## src/rtl/nn_stream_pkg.sv

```systemverilog
// rtl/nn_stream_pkg.sv - shared FSM encodings, defaults and slice helpers for layer streaming
package nn_stream_pkg;

    typedef enum logic [1:0] {
        ST_IDLE   = 2'd0,
        ST_LOAD   = 2'd1,
        ST_STREAM = 2'd2
    } ser_state_e;

    localparam int DEFAULT_DATA_WIDTH = 16;

    // Base bit of neuron k's word inside a flattened layer vector
    function automatic int slice_base(input int k, input int width);
        return k * width;
    endfunction

endpackage

```

## src/rtl/argmax_tracker.sv

```systemverilog
// rtl/argmax_tracker.sv - running signed argmax over one streamed vector, result pulsed after last
module argmax_tracker #(
    parameter int DATA_WIDTH = 16,
    parameter int IDX_WIDTH  = 5
) (
    input  logic                  clk,
    input  logic                  rst,
    input  logic                  valid,
    input  logic [DATA_WIDTH-1:0] data,
    input  logic [IDX_WIDTH-1:0]  index,
    input  logic                  last,
    output logic [IDX_WIDTH-1:0]  idx,
    output logic [DATA_WIDTH-1:0] val,
    output logic                  result_valid
);

    // Element 0 restarts the search; later elements replace only when strictly larger
    always_ff @(posedge clk) begin
        if (rst) begin
            idx          <= '0;
            val          <= '0;
            result_valid <= 1'b0;
        end else begin
            result_valid <= valid && last;
            if (valid && ((index == '0) || ($signed(data) > $signed(val)))) begin
                idx <= index;
                val <= data;
            end
        end
    end

endmodule

```

## src/rtl/layer_out_serializer.sv

```systemverilog
// rtl/layer_out_serializer.sv - double-buffered layer vector to word stream; LAYER_SER_ARGMAX_EN adds argmax
module layer_out_serializer
    import nn_stream_pkg::*;
#(
    parameter int NUM_NEURONS = 30,
    parameter int DATA_WIDTH  = DEFAULT_DATA_WIDTH,
    parameter int IDX_WIDTH   = $clog2(NUM_NEURONS)
) (
    input  logic                              clk,
    input  logic                              rst,
    input  logic [NUM_NEURONS*DATA_WIDTH-1:0] in_data,
    input  logic [NUM_NEURONS-1:0]            in_valid,
    output logic [DATA_WIDTH-1:0]             out_data,
    output logic                              out_valid,
    input  logic                              out_ready,
    output logic                              out_last,
    output logic                              busy,
    output logic                              overflow_err,
    output logic                              sync_err
`ifdef LAYER_SER_ARGMAX_EN
    ,
    output logic [IDX_WIDTH-1:0]              argmax_idx,
    output logic [DATA_WIDTH-1:0]             argmax_val,
    output logic                              argmax_valid
`endif
);

    localparam logic [IDX_WIDTH-1:0] LAST_IDX = IDX_WIDTH'(NUM_NEURONS - 1);

    ser_state_e             state;
    logic                   hold_full;
    logic [IDX_WIDTH-1:0]   counter;
    logic [DATA_WIDTH-1:0]  hold_buf  [NUM_NEURONS];
    logic [DATA_WIDTH-1:0]  shift_buf [NUM_NEURONS];

    logic capture;
    logic partial;
    logic load;
    logic accept;
    logic xfer;

    assign capture = &in_valid;
    assign partial = (|in_valid) && !capture;
    assign load    = (state == ST_LOAD);
    // The LOAD cycle empties the hold buffer, so a capture landing then is still safe
    assign accept  = capture && (!hold_full || load);
    assign xfer    = out_valid && out_ready;

    assign out_data = shift_buf[counter];
    assign out_last = out_valid && (counter == LAST_IDX);
    assign busy     = hold_full || (state != ST_IDLE);

    // Hold buffer: take a complete vector when there is room for it
    always_ff @(posedge clk) begin
        if (rst) begin
            hold_full <= 1'b0;
            for (int k = 0; k < NUM_NEURONS; k++) begin
                hold_buf[k] <= '0;
            end
        end else begin
            if (accept) begin
                for (int k = 0; k < NUM_NEURONS; k++) begin
                    hold_buf[k] <= in_data[slice_base(k, DATA_WIDTH) +: DATA_WIDTH];
                end
            end
            if (accept) begin
                hold_full <= 1'b1;
            end else if (load) begin
                hold_full <= 1'b0;
            end
        end
    end

    // Sticky error flags: dropped vector and misaligned neuron valids
    always_ff @(posedge clk) begin
        if (rst) begin
            overflow_err <= 1'b0;
            sync_err     <= 1'b0;
        end else begin
            if (capture && hold_full && !load) begin
                overflow_err <= 1'b1;
            end
            if (partial) begin
                sync_err <= 1'b1;
            end
        end
    end

    // Stream FSM: move hold into the shift buffer, then emit one word per accepted transfer
    always_ff @(posedge clk) begin
        if (rst) begin
            state     <= ST_IDLE;
            counter   <= '0;
            out_valid <= 1'b0;
            for (int k = 0; k < NUM_NEURONS; k++) begin
                shift_buf[k] <= '0;
            end
        end else begin
            case (state)
                ST_IDLE: begin
                    if (hold_full) begin
                        state <= ST_LOAD;
                    end
                end
                ST_LOAD: begin
                    shift_buf <= hold_buf;
                    counter   <= '0;
                    out_valid <= 1'b1;
                    state     <= ST_STREAM;
                end
                ST_STREAM: begin
                    if (xfer) begin
                        if (counter == LAST_IDX) begin
                            counter   <= '0;
                            out_valid <= 1'b0;
                            state     <= ST_IDLE;
                        end else begin
                            counter <= counter + 1'b1;
                        end
                    end
                end
                default: begin
                    state     <= ST_IDLE;
                    out_valid <= 1'b0;
                end
            endcase
        end
    end

`ifdef LAYER_SER_ARGMAX_EN
    argmax_tracker #(
        .DATA_WIDTH (DATA_WIDTH),
        .IDX_WIDTH  (IDX_WIDTH)
    ) u_argmax (
        .clk          (clk),
        .rst          (rst),
        .valid        (xfer),
        .data         (out_data),
        .index        (counter),
        .last         (out_last),
        .idx          (argmax_idx),
        .val          (argmax_val),
        .result_valid (argmax_valid)
    );
`endif

endmodule

```

## config.mk

```make
export PLATFORM = sky130hd
export DESIGN_NAME = layer_out_serializer
export DESIGN_NICKNAME = d
export VERILOG_FILES = /design/src/rtl/nn_stream_pkg.sv /design/src/rtl/argmax_tracker.sv /design/src/rtl/layer_out_serializer.sv
export SDC_FILE = /design/constraint.sdc
export NUM_CORES = 2
export LEC_CHECK = 0
export BUFFER_PORTS_ARGS = -buffer_cell sky130_fd_sc_hd__clkbuf_2
export CAP_MARGIN = 20
export CORE_ASPECT_RATIO = 1.2
export CORE_UTILIZATION = 40
export CTS_BUF_LIST = sky130_fd_sc_hd__clkbuf_2 sky130_fd_sc_hd__clkbuf_4 sky130_fd_sc_hd__clkbuf_8
export CTS_CLUSTER_SIZE = 24
export DETAILED_ROUTE_END_ITERATION = 7
export PLACE_DENSITY = 0.66
export SYNTH_ARGS = -nofsm -noshare
export SYNTH_HDL_FRONTEND = slang
export SYNTH_SLANG_ARGS = --single-unit
```

## constraint.sdc

```tcl
create_clock -name clk -period 2.8 [get_ports clk]
set_input_delay 0.14 -clock clk [delete_from_list [all_inputs] [get_ports clk]]
set_output_delay 0.14 -clock clk [all_outputs]
set_load 0.005 [all_outputs]
```

==> results.json <==
{
  "status": "finished, violations left",
  "violations": "setup timing",
  "place.gp.congestion": 0.9088,
  "fillers": 8077,
  "routed_wirelength_um": 141700,
  "pwr-share-clk": 0.453,
  "layout.nets": 6094,
  "die_x_um": 279.2,
  "num_vias": 36478,
  "cp_data_required_time_ps": 2660,
  "powerDensity_mw_per_mm2": 544.6,
  "p_sw_frac": 0.2288,
  "cp.arrival_ps": 2890,
  "synthTopCellsByArea": "dfxtp_1, nand2_1, a21oi_1, mux4_2, clkbuf_1",
  "crit_path_end_kind": "output pin",
  "drive_gt1_frac": 0.1927,
  "synthDistinctLibCells": 37,
  "cts_tree": "yes",
  "p_total_mw": 27.56,
  "rsz0062_at_grt": "true",
  "tightest_slew_ps": 1059,
  "grt_antenna_before_repair": 18,
  "period_needed_ps": 3025,
  "num_rows": 121,
  "clock_skew_ps": 61.97,
  "area_growth_syn_to_layout_pct": 37.23,
  "grtUsageTotal": 0.2942,
  "clk_pin_slew_ps": 60,
  "cts_buffers": 153,
  "grt_pass1_wl_um": 209500,
  "postPlaceCellArea_mm2": 0.04075,
  "synth_area_per_cell_um2": 8.115,
  "final_util": 0.5561,
  "via_per_inst": 5.269,
  "die_height_um": 334.6,
  "crit_fanout": 10,
  "r2r_start": "state[1]",
  "p_int_mw": 21.25,
  "critPathKind": "flop to output pin",
  "synth_warnings": 0,
  "finalInstanceArea_mm2": 0.05060,
  "core_mm2": 0.09099,
  "synthesis.nets": 5059,
  "die_area_mm2": 0.09341,
  "dpl.cell_count": 6040,
  "p_seq_frac": 0.501,
  "io_buffers": 533,
  "power.switching_mw": 6.306,
  "grt_max_degree": 216,
  "clkSinkCount": 971,
  "synth_cells": 4544,
  "drtPass1Iterations": 6,
  "ant_nets": 0,
  "root_buffer": "clkbuf_8",
  "fin_ws_ps": -225.3,
  "ir_worst_vdd_mv": 0.3466,
  "dp_slack_ps": 186.7,
  "ios": 534,
  "clock.fmax_ghz": 0.3305,
  "leakagePower_nw": 17.96,
  "synth_top_area_frac": 0.5272,
  "hold_path_class": "input pin to flop",
  "max_cap_violations": 0,
  "max_slew_margin": 0.2941,
  "setup_viol": 16,
  "initial_utilization": 0.4052,
  "final_cells": 6923,
  "hold_start": "in_data[147]",
  "h-tree-depth": 4,
  "pwr-share-comb": 0.046,
  "ys_seq_area_frac": 0.5272,
  "grt_pass1_vias": 35366,
  "slew_viol_final": 0,
  "hpwl_um": 93490,
  "synth_seq_cells": 971,
  "global_route.overflow_total": 0,
  "finalCritPeriodShare": 1.080,
  "area.sequential_mm2": 0.01945,
  "start_kind": "flop",
  "startpoint": "counter[0]",
  "multi_input_area_mm2": 0.01622,
  "clock_latency_ps": 850,
  "yosysTopAreaCell": "dfxtp_1",
  "first_iter_violations": 3488,
  "cts_buffer_depth": 3,
  "wl_per_cell_um": 20.46,
  "hold_viol_final": 0,
  "synthesis.area_mm2": 0.03687,
  "drc": 0
}
## registers in the layout (all words and copies together) (netlist names)
register      count
hold_buf        480
shift_buf       480
counter           5
state             2
hold_full         1
out_valid         1
overflow_err      1
sync_err          1
## cell usage in the layout (no fill, tap or decap), types with 5 or more instances in the layout
cell type / n
clkbuf_2: 530
a22oi_2: 7
clkbuf_8: 181
a221oi_2: 12
nor2_1: 8
a21oi_1: 965
buf_16: 6
nand2_1: 1940
o22ai_1: 16
a21oi_2: 10
dlygate4sd3_1: 578
clkbuf_4: 57
nand4_1: 11
dfxtp_1: 967
buf_12: 39
inv_12: 6
buf_4: 84
diode_2: 11
mux2i_1: 47
mux4_2: 96
nor4_1: 7
o211ai_1: 16
a211oi_2: 12
a22oi_1: 9
buf_6: 5
## power by group through the flow
stage | sequential (mW) | clock (mW) | combinational [mW]
2_1_floorplan | 14.1 | 0 | 0.199
3_3_place_gp | 14.1 | 0 | 0.655
3_5_place_dp | 14.1 | 0 | 0.659
4_1_cts | 13.8 | 12.6 | 1.22
5_1_grt | 13.8 | 13.3 | 1.34
6_report | 13.8 | 12.5 | 1.27
## routing by layer
layer / share of wire / wire length [um] / GRT usage / up-vias
met1: 0.39 / 55500 / 0.3573 / 17257
li1: - / - / - / 17121
met5: 0.00080 / 113 / 0 / -
met2: 0.48 / 67700 / 0.4878 / 1667
met3: 0.070 / 9894 / 0.05365 / 415
met4: 0.060 / 8446 / 0.1695 / 18
## Yosys cell counts, drive strengths merged
cell / number
nand2: 1942
dfxtp: 971
xor2: 3
nand4: 11
nor2b: 3
buf: 145
nand2b: 1
and3: 1
nor4b: 1
nor3: 1
and4: 2
clkbuf: 225
nand3: 3
a21oi: 979
a21o: 2
or4: 1
or3: 1
and2: 1
mux2i: 48
o211ai: 16
inv: 1
a31o: 1
o21ba: 1
o22ai: 16
ha: 2
a211oi: 18
xnor2: 1
nor2: 10
o21ai: 1
a22oi: 16
mux4: 96
nor4: 8
a221oi: 16
## cell type report
class | instances | area share
flip-flops and latches | 971 | 0.3844
repair buffers | 1250 | 0.2017
inverters | 1 | 0.00007418
well taps | 1230 | 0.03041
multi-input cells | 3202 | 0.3205
diodes | 11 | 0.0005440
clock inverters | 20 | 0.004575
clock buffers | 238 | 0.05769
## cells by family after synthesis
kind of cell | synth area share
and+or+nand+nor | 0.2048
muxes | 0.07167
xor gates and xnor gates | 0.0009503
adders and majority gates | 0.0006785
buffers and inverters | 0.04415
AOI/OAI and AO/OA | 0.1506
DFF | 0.5272
## timing repair
action,in CTS,in global routing
pin swaps,8,17
setup endpoints to repair,17,35
hold buffers,578,0
resized for setup,58,31
gates cloned,5,2
endpoints found under the hold margin,553,0
buffers inserted,17,13
## path summary, 6_finish.rpt
kind | end | slack (ps) | cells past startpoint
setup / recovery | out_data[8] | -230 | 6
hold / removal | hold_buf[323] | 80 | 4
setup reg to reg | hold_buf[86] | 150 | 8
hold reg to reg | shift_buf[112] | 430 | 2
## critical path, stage by stage, from the launching register on
cell and delay, ps:
dfxtp_4 400, buf_12 150, buf_16 180, mux4_2 580
a211oi_1 390, a21oi_1 190, clkbuf_2 160
## metrics by stage
stage	hold slack (ps)	setup TNS, ps
after detailed placement	369.8	0
final	78.29	-2252
after global routing	62.06	-3804
after floorplan	276.0	0
after global placement	366.3	0
after CTS	14.33	-3514
Note: power is estimated with default switching activity, not from simulation.
